[src/rtl/player_input_hub_pkg.sv]
// Shared types and helpers for the player input hub: facing direction,
// button bit positions within a player's 5-bit group, and direction priority.
package player_input_pkg;

    typedef enum logic [1:0] {
        DIR_UP    = 2'd0,
        DIR_RIGHT = 2'd1,
        DIR_DOWN  = 2'd2,
        DIR_LEFT  = 2'd3
    } dir_t;

    localparam int BTN_UP    = 0;
    localparam int BTN_DOWN  = 1;
    localparam int BTN_LEFT  = 2;
    localparam int BTN_RIGHT = 3;
    localparam int BTN_FIRE  = 4;
    localparam int NUM_BTNS  = 5;

    // Held-direction priority: up > down > left > right.
    function automatic dir_t resolve_dir(input logic [3:0] held);
        if (held[BTN_UP])         return DIR_UP;
        else if (held[BTN_DOWN])  return DIR_DOWN;
        else if (held[BTN_LEFT])  return DIR_LEFT;
        else if (held[BTN_RIGHT]) return DIR_RIGHT;
        return DIR_UP;
    endfunction

endpackage

[src/rtl/player_input_hub_if.sv]
// Pin/game-side bundle for player_input_hub; the hub uses the slave modport,
// whatever drives the raw pins and the fire acknowledges uses master.
interface player_input_hub_if
    import player_input_pkg::*;
#(
    parameter int NUM_PLAYERS = 2
);
    logic [NUM_PLAYERS*NUM_BTNS-1:0] i_btn;
    logic                            i_enable;
    logic [NUM_PLAYERS-1:0]          i_fire_ack;
    logic [NUM_PLAYERS*2-1:0]        o_dir;
    logic [NUM_PLAYERS-1:0]          o_move;
    logic [NUM_PLAYERS-1:0]          o_fire_req;
    logic [NUM_PLAYERS*NUM_BTNS-1:0] o_led;

    modport master (
        output i_btn, i_enable, i_fire_ack,
        input  o_dir, o_move, o_fire_req, o_led
    );

    modport slave (
        input  i_btn, i_enable, i_fire_ack,
        output o_dir, o_move, o_fire_req, o_led
    );
endinterface

[src/rtl/player_input_hub_debouncer.sv]
// One raw button pin: 2-FF synchroniser, polarity fix, and a stability
// counter that only accepts a level after DEB_CYCLES agreeing cycles.
module input_debouncer #(
    parameter int DEB_CYCLES = 250000,
    parameter int ACTIVE_LOW = 1
) (
    input  logic clk,
    input  logic rst_n,
    input  logic i_raw,
    output logic o_level
);
    localparam int   CW       = (DEB_CYCLES > 1) ? $clog2(DEB_CYCLES) : 1;
    localparam logic IDLE_PIN = (ACTIVE_LOW != 0);

    logic [1:0]    sync_q;
    logic          synced;
    logic [CW-1:0] cnt;

    // Synchroniser resets to the released pin level so reset exit is quiet.
    assign synced = sync_q[1] ^ IDLE_PIN;

    always_ff @(posedge clk or negedge rst_n) begin
        if (!rst_n) begin
            sync_q  <= {2{IDLE_PIN}};
            cnt     <= '0;
            o_level <= 1'b0;
        end else begin
            sync_q <= {sync_q[0], i_raw};
            if (synced == o_level) begin
                cnt <= '0;
            end else if (cnt == CW'(DEB_CYCLES - 1)) begin
                o_level <= synced;
                cnt     <= '0;
            end else begin
                cnt <= cnt + 1'b1;
            end
        end
    end
endmodule

[src/rtl/player_input_hub.sv]
// N-player controller front end: debounce, direction resolution, move pulses,
// fire req/ack and LEDs. Define INPUT_REPEAT_EN for held-direction auto-repeat.
module player_input_hub
    import player_input_pkg::*;
#(
    parameter int NUM_PLAYERS   = 2,
    parameter int DEB_CYCLES    = 250000,
    parameter int ACTIVE_LOW    = 1,
    parameter int REPEAT_DELAY  = 12500000,
    parameter int REPEAT_PERIOD = 5000000
) (
    input logic               clk,
    input logic               rst_n,
    player_input_hub_if.slave bus
);
    logic [NUM_PLAYERS*NUM_BTNS-1:0] deb;

    for (genvar b = 0; b < NUM_PLAYERS*NUM_BTNS; b++) begin : g_deb
        input_debouncer #(
            .DEB_CYCLES (DEB_CYCLES),
            .ACTIVE_LOW (ACTIVE_LOW)
        ) u_deb (
            .clk     (clk),
            .rst_n   (rst_n),
            .i_raw   (bus.i_btn[b]),
            .o_level (deb[b])
        );
    end

    assign bus.o_led = deb;

    for (genvar p = 0; p < NUM_PLAYERS; p++) begin : g_player
        logic [3:0] held, held_prev;
        logic       fire, fire_prev;
        logic       dir_valid, press_edge, fire_edge, rep_pulse;
        logic       move_q, req_q;
        dir_t       resolved, dir_q;

        assign held       = deb[p*NUM_BTNS +: 4];
        assign fire       = deb[p*NUM_BTNS + BTN_FIRE];
        assign dir_valid  = |held;
        assign resolved   = resolve_dir(held);
        assign press_edge = |(held & ~held_prev);
        assign fire_edge  = fire & ~fire_prev;

`ifdef INPUT_REPEAT_EN
        localparam int REP_MAX = (REPEAT_DELAY > REPEAT_PERIOD) ? REPEAT_DELAY : REPEAT_PERIOD;
        localparam int REP_W   = $clog2(REP_MAX) + 1;
        logic [REP_W-1:0] rep_cnt;
        logic             rep_armed, rep_run;

        // Counter only runs while the same resolved direction stays held.
        assign rep_run   = bus.i_enable && dir_valid && !press_edge && (resolved == dir_q);
        assign rep_pulse = rep_run && (rep_cnt == (rep_armed ? REP_W'(REPEAT_PERIOD - 1)
                                                             : REP_W'(REPEAT_DELAY - 1)));

        always_ff @(posedge clk or negedge rst_n) begin
            if (!rst_n) begin
                rep_cnt   <= '0;
                rep_armed <= 1'b0;
            end else if (!rep_run) begin
                rep_cnt   <= '0;
                rep_armed <= 1'b0;
            end else if (rep_pulse) begin
                rep_cnt   <= '0;
                rep_armed <= 1'b1;
            end else begin
                rep_cnt <= rep_cnt + 1'b1;
            end
        end
`else
        assign rep_pulse = 1'b0;
`endif

        always_ff @(posedge clk or negedge rst_n) begin
            if (!rst_n) begin
                held_prev <= '0;
                fire_prev <= 1'b0;
                dir_q     <= DIR_UP;
                move_q    <= 1'b0;
                req_q     <= 1'b0;
            end else begin
                held_prev <= held;
                fire_prev <= fire;
                if (!bus.i_enable) begin
                    move_q <= 1'b0;
                    req_q  <= 1'b0;
                end else begin
                    move_q <= press_edge | rep_pulse;
                    if (dir_valid)
                        dir_q <= resolved;
                    // A press coinciding with an ack starts a fresh request.
                    if (fire_edge && (!req_q || bus.i_fire_ack[p]))
                        req_q <= 1'b1;
                    else if (bus.i_fire_ack[p])
                        req_q <= 1'b0;
                end
            end
        end

        assign bus.o_dir[p*2 +: 2]  = dir_q;
        assign bus.o_move[p]        = move_q;
        assign bus.o_fire_req[p]    = req_q;
    end
endmodule

[src/flat_wrapper.sv]
// flat-port wrapper written by rule: the top's interface ports become plain ports
module player_input_hub_flat import player_input_pkg::*;
#(
    parameter int NUM_PLAYERS   = 2,
    parameter int DEB_CYCLES    = 250000,
    parameter int ACTIVE_LOW    = 1,
    parameter int REPEAT_DELAY  = 12500000,
    parameter int REPEAT_PERIOD = 5000000
)
  (clk, rst_n, bus_i_btn, bus_i_enable, bus_i_fire_ack, bus_o_dir, bus_o_move, bus_o_fire_req, bus_o_led);
  player_input_hub_if #(.NUM_PLAYERS(NUM_PLAYERS)) bus_i ();
  input logic clk;
  input logic rst_n;
  input wire logic [$bits(bus_i.i_btn)-1:0] bus_i_btn;
  input wire logic [$bits(bus_i.i_enable)-1:0] bus_i_enable;
  input wire logic [$bits(bus_i.i_fire_ack)-1:0] bus_i_fire_ack;
  output wire logic [$bits(bus_i.o_dir)-1:0] bus_o_dir;
  output wire logic [$bits(bus_i.o_move)-1:0] bus_o_move;
  output wire logic [$bits(bus_i.o_fire_req)-1:0] bus_o_fire_req;
  output wire logic [$bits(bus_i.o_led)-1:0] bus_o_led;
  assign bus_i.i_btn = bus_i_btn;
  assign bus_i.i_enable = bus_i_enable;
  assign bus_i.i_fire_ack = bus_i_fire_ack;
  assign bus_o_dir = bus_i.o_dir;
  assign bus_o_move = bus_i.o_move;
  assign bus_o_fire_req = bus_i.o_fire_req;
  assign bus_o_led = bus_i.o_led;
  player_input_hub #(.NUM_PLAYERS(NUM_PLAYERS), .DEB_CYCLES(DEB_CYCLES), .ACTIVE_LOW(ACTIVE_LOW), .REPEAT_DELAY(REPEAT_DELAY), .REPEAT_PERIOD(REPEAT_PERIOD)) u_core (.clk(clk), .rst_n(rst_n), .bus(bus_i));
endmodule
[config.mk]
export PLATFORM = sky130hd
export DESIGN_NAME = player_input_hub_flat
export DESIGN_NICKNAME = d
export VERILOG_FILES = /design/src/rtl/player_input_hub_pkg.sv /design/src/rtl/player_input_hub_if.sv /design/src/rtl/player_input_hub_debouncer.sv /design/src/rtl/player_input_hub.sv /design/src/flat_wrapper.sv
export SDC_FILE = /design/constraint.sdc
export NUM_CORES = 1
export LEC_CHECK = 0
export CORE_MARGIN = 5
export CORE_UTILIZATION = 60
export DETAILED_ROUTE_END_ITERATION = 16
export DONT_BUFFER_PORTS = 1
export PLACE_DENSITY = 0.76
export SYNTH_ARGS = -nofsm -noshare
export SYNTH_HDL_FRONTEND = slang
export SYNTH_SLANG_ARGS = --single-unit
[constraint.sdc]
create_clock -name clk -period 2 [get_ports clk]
set_input_delay 0.4 -clock clk [delete_from_list [all_inputs] [get_ports clk]]
set_output_delay 0.4 -clock clk [all_outputs]
set_load 0.02 [all_outputs]
**Word-level counts from Yosys, hierarchy flattened**

Cells that the tools add are included.

- Output and inout bits: 18
- Input port bits: 15
- Bits in registers: 228

- Reduce and logical (&&, ||, !) cells: 22
- Add/subtract/negate cells: 10
- Eq/ne operators: 22
- Bitwise operators: 28
- Mux-type cells: 46

Operator list:

| operator | count |
|---|---|
| 18-bit 2-to-1 mux | 20 |
| 18-bit by 1-bit adder with 18-bit output, second input constant | 10 |
| 18-bit == test, second input constant | 10 |
| 2-bit AND reduction | 12 |
| 1-bit NOT | 22 |
| 2-bit 2-to-1 mux | 10 |
| 1-bit 2-to-1 mux | 16 |
| 4-bit OR reduction | 4 |
| 1-bit == test | 10 |
| 4-bit bitwise AND | 2 |
| 4-bit NOT | 2 |
| 3-bit by 1-bit inequality test with 1-bit output, second input constant | 2 |
| 1-bit bitwise AND | 2 |
| 1-bit logical AND | 2 |
| 1-bit zero test | 2 |
| 1-bit logical OR | 2 |

**Depth between registers and ports, before layout**

Gate-level depths: netlist of run 1.

- Depth after elaboration: 5
- Mapped depth: 6
- Mapped depth without buffers: 5

**By module**

From an unflattened synthesis of run 1, not the netlist that was laid out.

- Cell total of the unflattened synthesis: 1057
- Area, all modules: 11043.1 µm²

By module, submodules not included:

| module | area each (µm²) | cells an instance | instances |
|---|---|---|---|
| input_debouncer at u_core.g_deb[0].u_deb ... | 1034.7 | 100 | 9 |
| input_debouncer at u_core.g_deb[4].u_deb | 1018.5 | 102 | 1 |
| player_input_hub | 711.9 | 55 | 1 |

**Least setup slack after synthesis of run 1**

Ideal clock, no wire load.

- Path type: reg2reg
- Start: reg u_core.g_deb[4].u_deb.cnt[0]
- End: reg u_core.g_deb[4].u_deb.cnt[16]
- Data required time: 1.922 ns
- Buffers on the path: 0
- Library setup time: 0.078 ns
- Period minus slack after synthesis: 1.833 ns
- Path slack: 0.167 ns
- Stages on the path, launching flop included: 6
- Data arrival time: 1.755 ns
- Cell sequence: dfrtp_1 -> ha_1 -> nand4_1 -> nor4_1 -> or3b_2 -> a21oi_1

- Longest elaborated chain between the ends: 3
- Elaborated cells between the ends (all ways): 4

RTL lines:

| what | RTL line | source |
|---|---|---|
| start: declaration | player_input_hub_debouncer.sv:17 | `logic [CW-1:0] cnt;` |
| start signal: assignment | player_input_hub_debouncer.sv:35 | `cnt <= cnt + 1'b1;` |
| 18-bit by 1-bit adder with 18-bit output / 18-bit == test (equally long branches) | player_input_hub_debouncer.sv:35, player_input_hub_debouncer.sv:31 |  |
| 18-bit 2-to-1 mux (*) | player_input_hub_debouncer.sv:31 | `end else if (cnt == CW'(DEB_CYCLES - 1)) begin` |
| 18-bit 2-to-1 mux (*) | player_input_hub_debouncer.sv:29 | `if (synced == o_level) begin` |

Every way passes the cells marked *; elsewhere a longest branch is shown, timed or not.
A chain may end at the register's enable or synchronous reset.

**Worst setup path after layout of run 1**

- Start: reg u_core.g_deb[4].u_deb.cnt[10]
- End: reg u_core.g_deb[4].u_deb.cnt[16]

Same word-level chain as after synthesis.

==> summary.md, run 1 <==
| Metric | Value |
|---|---|
| Status | `complete, but fails checks` |
| Failing checks | `negative hold slack` |
| Ant. Diodes | `0` |
| Final Cycle Share | `0.965` |
| FMAX | `0.518 GHz` |
| Via density | `5.70` |
| Syn-to-layout area delta | `11.6%` |
| Hold WS | `-0.409 ns` |
| Clock Skew | `0.00650 ns` |
| CTS tree | `built` |
| GP Congestion | `0.847` |
| PortBufs | `0` |
| Core footprint | `0.0174 mm²` |
| Clock slew at reported path FFs | `0.06 ns` |
| Die H | `144 µm` |
| Fin. Hold Viols | `213` |
| Worst Path Arrival | `2.31 ns` |
| H-Tree Depth | `1` |
| Tightest Hold Check Type | `input pin to asynchronous set/reset pin` |
| Synth Register Bits | `228` |
| R2R Setup Slk | `0.07 ns` |
| CTS Root Cell | `clkbuf_16` |
| Synth Instances | `1,043` |
| Global-route usage over all layers | `0.200` |
| Die Width | `144 µm` |
| DR DRC count | `0` |
| Actual slew at the worst max-slew pin | `0.702 ns` |
| Largest net degree at the start of global routing | `229` |
| Total clock sinks | `228` |
| Max-slew violations | `0` |
| Leakage | `0.00483 µW` |
| Post-Place Setup Slack | `0.151 ns` |
| CP Launch Type | `register` |
| Via count | `7,484` |
| GR Overflow Total | `0` |
| Top post-synthesis cells by area | `dfrtp_1 (49%), xnor2_1 (8.7%), nor2_1 (6.1%), dfstp_2 (4.9%), nand3_1 (2.8%)` |
| Post-Syn Area per Cell | `10.3 µm²` |
| CTS Buf Count | `24` |
| Final net count | `1,097` |
| Rel. slew slack | `0.532` |
| Routed wire per std cell | `15.1 µm` |
| Critical path type | `register to register` |
| Ys flop type | `dfrtp_1` |
| TritonRoute pass-1 iters | `6` |
| Share of cells above drive strength 1 | `0.0846` |
| Max_cap viols | `0` |
| Number of synthesized flops with an enable pin | `0` |
| Post-synth top area cell | `dfrtp_1` |
| R2r worst-path depth | `5` |
| Worst setup EP type | `register` |
| Async S/R FF share, synth | `1.00` |
| Final Total Pwr | `9690 µW` |
| P per Cell Area | `812 mW/mm²` |
| Synth warn | `0` |
| Top-count cell post-synth | `dfrtp_1` |
| Commonest cells post-synth | `dfrtp_1 (208), nor2_1 (175), xnor2_1 (106)` |
| Peak supply drop | `0.977 mV` |
| Number of fill cells | `1,331` |
| Setup TNS | `0 ns` |
| Initial antenna violation count | `0` |
| Unrepaired setup endpoints after global routing | `no` |
| Hold buffer count at cts | `11` |
| Vias in the first global route | `7,475` |
| Die area | `0.0206 mm²` |
| Num ports | `33` |
| CTS max path bufs | `3` |
| Clock latency at the later pin of the worst-skew pair | `0.50 ns` |
| Setup ws final | `0.0691 ns` |
| Worst Path Max Fanout | `18` |
| Critical path required time | `2.38 ns` |
| Post-DP HPWL | `13,000 µm` |
| Final wirelength | `19,900 µm` |
| Syn_nets | `1,068` |
| DR iter-0 viols | `406` |
| Register area share after synthesis | `0.536` |
| ANT nets after route | `0` |
| Post-CTS setup buffer count | `0` |
| Synth cell types | `48` |
| Starting Density | `0.614` |
| RR Endpoint | `u_core.g_deb[4].u_deb.cnt[16]$_DFF_PN0_` |
| Post-Syn Area | `0.0107 mm²` |
| Core Rows | `48` |
| First-pass GRT wire length | `34,700 µm` |
| Reg2reg start | `u_core.g_deb[4].u_deb.cnt[10]$_DFF_PN0_` |
| Final setup violation count | `0` |
| Cts repair resizes | `0` |
| Yosys top cell area share | `0.487` |
| Period minus WS final | `1.93 ns` |
==> stage by stage <==
stage          cells  cell area [µm²]  hold WS [ns]   util
6_report        1313            11900        -0.409  0.685
5_1_grt         1313            11900        -0.429  0.685
4_1_cts         1313            11900        -0.421  0.685
3_5_place_dp    1260            11000         0.114  0.630
3_3_place_gp    1260            11000         0.113  0.630
2_1_floorplan   1043            10700         0.104      -
==> routing by layer <==
layer | track usage | part of all wire
met3 | 0.0319 | 0.029
met1 | 0.271 | 0.46
met2 | 0.342 | 0.49
met5 | 0 | 0
met4 | 0.0486 | 0.021
==> cells in the final DEF (no fill, tap or decap), types with 14 or more instances in the layout <==
master       n
nand3_1     60
a21oi_1     28
inv_1       44
nand4_1     48
dfstp_2     20
nor4_1      41
or3_1       23
clkbuf_16   25
nor3_1      25
dfrtp_1    208
and3_1      14
xnor2_1    106
nor2_1     175
nand2_1     44
xor2_1      34
and4_1      18
o21ai_0     26
buf_4       20
==> critical path, stage by stage (launching register included) <==
cell     delay, ns
dfrtp_1       0.44
nor4b_1       0.37
nand4_1       0.25
o41ai_4       0.50
buf_12        0.20
a21oi_1       0.05
==> sequential cells by signal (all words and copies together) (netlist names) <==
signal and count:
u_core.g_deb.u_deb.cnt 180, u_core.g_deb.u_deb.sync_q 20, u_core.g_deb.u_deb.o_level 10, u_core.g_player.held_prev 8, u_core.g_player.dir_q 4, u_core.g_player.fire_prev 2, u_core.g_player.move_q 2, u_core.g_player.req_q 2
==> worst max path at each step <==
stage                                                        from                                      end  slack, ns  depth (start not counted)
after global routing       u_core.g_deb[2].u_deb.cnt[0]$_DFF_PN0_  u_core.g_deb[2].u_deb.cnt[16]$_DFF_PN0_       0.01                          5
after CTS                 u_core.g_deb[4].u_deb.cnt[10]$_DFF_PN0_   u_core.g_deb[4].u_deb.cnt[5]$_DFF_PN0_       0.10                          5
after detailed placement   u_core.g_deb[2].u_deb.cnt[0]$_DFF_PN0_  u_core.g_deb[2].u_deb.cnt[16]$_DFF_PN0_       0.15                          5
after global placement     u_core.g_deb[5].u_deb.cnt[5]$_DFF_PN0_  u_core.g_deb[5].u_deb.cnt[15]$_DFF_PN0_       0.26                          4
after floorplan            u_core.g_deb[4].u_deb.cnt[0]$_DFF_PN0_  u_core.g_deb[4].u_deb.cnt[16]$_DFF_PN0_       0.17                          5
final                     u_core.g_deb[4].u_deb.cnt[10]$_DFF_PN0_  u_core.g_deb[4].u_deb.cnt[16]$_DFF_PN0_       0.07                          5
==> layout make-up <==
class,instances,area [µm²],share of cell area
well taps,225,282,0.0236
repair buffers,33,300,0.0252
inverters,44,165,0.0138
multi-input cells,741,4610,0.386
clock inverters,7,160,0.0134
flip-flops and latches,228,5730,0.480
clock buffers,35,683,0.0573
==> cell families (layout without fill, tap and decap cells) <==
family                     after synthesis  count (layout)  share of synthesized area
and+or+nand+nor                        488             488                      0.239
DFF                                    228             228                      0.536
xor gates and xnor gates               140             140                      0.115
AOI/OAI and AO/OA                       96              96                     0.0589
buffers and inverters                   74             119                     0.0329
adders and majority gates               10              10                     0.0117
muxes                                    7               7                    0.00655
==> power by group <==
| group | internal (µW) | switching [µW] | total, µW |
|---|---|---|---|
| Sequential | 4700 | 63.7 | 4760 |
| Combinational | 98.2 | 118 | 216 |
| Clock | 3000 | 1700 | 4710 |
| Total | 7800 | 1890 | 9690 |
Note: power is estimated with default switching activity, not from simulation.
==> run 2, diff against run 1 <==
--- a/config.mk
+++ b/config.mk
@@ -5,6 +5,7 @@
 export SDC_FILE = /design/constraint.sdc
 export NUM_CORES = 1
 export LEC_CHECK = 0
+export CAP_MARGIN = 30
 export CORE_MARGIN = 5
 export CORE_UTILIZATION = 60
 export DETAILED_ROUTE_END_ITERATION = 16
==> results of run 2 <==
No change in the layout: final DEF, timing and power equal those of run 1.
==> run 3, diff against run 2 <==
--- a/config.mk
+++ b/config.mk
@@ -10,6 +10,7 @@
 export CORE_UTILIZATION = 60
 export DETAILED_ROUTE_END_ITERATION = 16
 export DONT_BUFFER_PORTS = 1
+export MAX_ROUTING_LAYER = met4
 export PLACE_DENSITY = 0.76
 export SYNTH_ARGS = -nofsm -noshare
 export SYNTH_HDL_FRONTEND = slang
==> summary.md, run 3 (synthesis gave the netlist of run 1 again) <==
| Metric | Value |
|---|---|
| Most frequent cells in the layout | `dfrtp_1 (208), nor2_1 (175), xnor2_1 (106)` |
| Global-route usage over all layers | `0.207` |
| Failing checks | `negative hold slack` |
| Cell family with most CP delay | `simple AND/OR/NAND/NOR gates` |
| Rel. slew slack | `0.690` |
| Peak supply drop | `0.966 mV` |
| CTS Buf Count | `24` |
| Final net count | `1,097` |
| R2R Setup Slk | `0.07 ns` |
| Leakage | `0.00483 µW` |
| Max_cap viols | `0` |
| Ant. Diodes | `0` |
| P per Cell Area | `812 mW/mm²` |
| Crit-path max cell delay | `0.50 ns` |
| Via density | `5.72` |
| Commonest non-fill, non-tap cell in the layout | `dfrtp_1` |
| Cts repair resizes | `0` |
| Worst Path Arrival | `2.31 ns` |
| Worst Path Max Fanout | `18` |
| Critical path type | `register to register` |
| Initial antenna violation count | `0` |
| Unrepaired setup endpoints after global routing | `no` |
| Slowest CP cell | `o41ai_4` |
| DP Area | `0.0110 mm²` |
| Die area | `0.0206 mm²` |
| FMAX | `0.517 GHz` |
| Final Cycle Share | `0.966` |
| Worst setup EP type | `register` |
| Total clock sinks | `228` |
| CTS max path bufs | `3` |
| Num ports | `33` |
| Largest net degree at the start of global routing | `229` |
| ANT nets after route | `0` |
| Die H | `144 µm` |
| Status | `complete, but fails checks` |
| DR iter-0 viols | `438` |
| CP Launch Type | `register` |
| Critical path required time | `2.38 ns` |
| Multi-input logic area | `0.00461 mm²` |
| TritonRoute pass-1 iters | `5` |
| Sequential cell area | `0.00573 mm²` |
| GR Overflow Total | `0` |
| Biggest register | `u_core.g_deb.u_deb.cnt` |
| Post-CTS setup buffer count | `0` |
| Die Width | `144 µm` |
| Design area | `0.0119 mm²` |
| Hold buffer count at cts | `11` |
| Fin. Hold Viols | `228` |
| Post-DP HPWL | `13,000 µm` |
| Routed wire per std cell | `15.2 µm` |
| Via count | `7,505` |
| Tightest Hold Check Type | `input pin to asynchronous set/reset pin` |
| Max-slew violations | `0` |
| Largest register FFs | `180` |
| Actual slew at the worst max-slew pin | `0.465 ns` |
| Clock slew at reported path FFs | `0.06 ns` |
| CTS tree | `built` |
| Final setup violation count | `0` |
| Final wirelength | `19,900 µm` |
| Core Rows | `48` |
| Setup ws final | `0.0670 ns` |
| Number of fill cells | `1,331` |
| GP Congestion | `0.865` |
| Share of cells above drive strength 1 | `0.0846` |
| PortBufs | `0` |
| Starting Density | `0.614` |
| Clock Skew | `0.00666 ns` |
| Hold WS | `-0.414 ns` |
| Worst path cell trace | `nor4b_1, nand4_1, o41ai_4, buf_12, a21oi_1` |
| Clock latency at the later pin of the worst-skew pair | `0.50 ns` |
| Worst Path Buf+Inv | `1` |
| First-pass GRT wire length | `34,700 µm` |
| H-Tree Depth | `1` |
| CTS Root Cell | `clkbuf_16` |
| Vias in the first global route | `7,476` |
| Syn-to-layout area delta | `11.6%` |
| Period minus WS final | `1.93 ns` |
| Setup TNS | `0 ns` |
| DR DRC count | `0` |
| Core footprint | `0.0174 mm²` |
| Post-Place Setup Slack | `0.151 ns` |
| Top flop regs | `u_core.g_deb.u_deb.cnt x180, u_core.g_deb.u_deb.sync_q x20, u_core.g_deb.u_deb.o_level x10` |
[run 3: cell counts in the layout (fill, tap and decap cells not counted)]
Identical to the previous run, type by type.
[run 3: path summary, 6_finish.rpt]
kind	depth (start not counted)	end	start
setup / recovery	5	u_core.g_deb[4].u_deb.cnt[16]$_DFF_PN0_	u_core.g_deb[4].u_deb.cnt[10]$_DFF_PN0_
max in group asynchronous	0	u_core.g_deb[8].u_deb.sync_q[0]$_DFF_PN1_	rst_n
setup reg to reg	5	u_core.g_deb[4].u_deb.cnt[16]$_DFF_PN0_	u_core.g_deb[4].u_deb.cnt[10]$_DFF_PN0_
hold reg to reg	0	u_core.g_deb[7].u_deb.sync_q[1]$_DFF_PN1_	u_core.g_deb[7].u_deb.sync_q[0]$_DFF_PN1_
min in group clk	1	u_core.g_player[1].move_q$_DFF_PN0_	bus_i_enable
hold / removal	0	u_core.g_deb[4].u_deb.cnt[12]$_DFF_PN0_	rst_n
[run 3: area by class of cell]
cell class,count,area share
clock inverter,7,0.0134
inverter,44,0.0138
clock buffer,35,0.0573
multi-input combinational,741,0.386
sequential,228,0.480
tap,225,0.0236
timing repair buffer,33,0.0252
[run 3: stage by stage]
stage / utilization / total power, µW / std cells
6_report: 0.685 / 9680 / 1313
5_1_grt: 0.685 / 10000 / 1313
4_1_cts: 0.685 / 9780 / 1313
3_5_place_dp: 0.630 / 5040 / 1260
3_3_place_gp: 0.630 / 5030 / 1260
2_1_floorplan: - / 4980 / 1043
[run 3: report_power, final]
part / total, µW / internal, µW / leakage [µW] / switching, µW
Combinational: 216 / 98.2 / 0.00134 / 118
Sequential: 4760 / 4700 / 0.00308 / 63.8
Clock: 4700 / 3000 / 0.000410 / 1700
Total: 9680 / 7800 / 0.00483 / 1880
[run 3: per-layer routing]
layer	wire length, µm	GRT usage	vias up
met2	9630	0.343	89
met1	9190	0.271	3653
li1	-	-	3731
met5	0	-	-
met4	416	0.0486	0
met3	687	0.0326	32
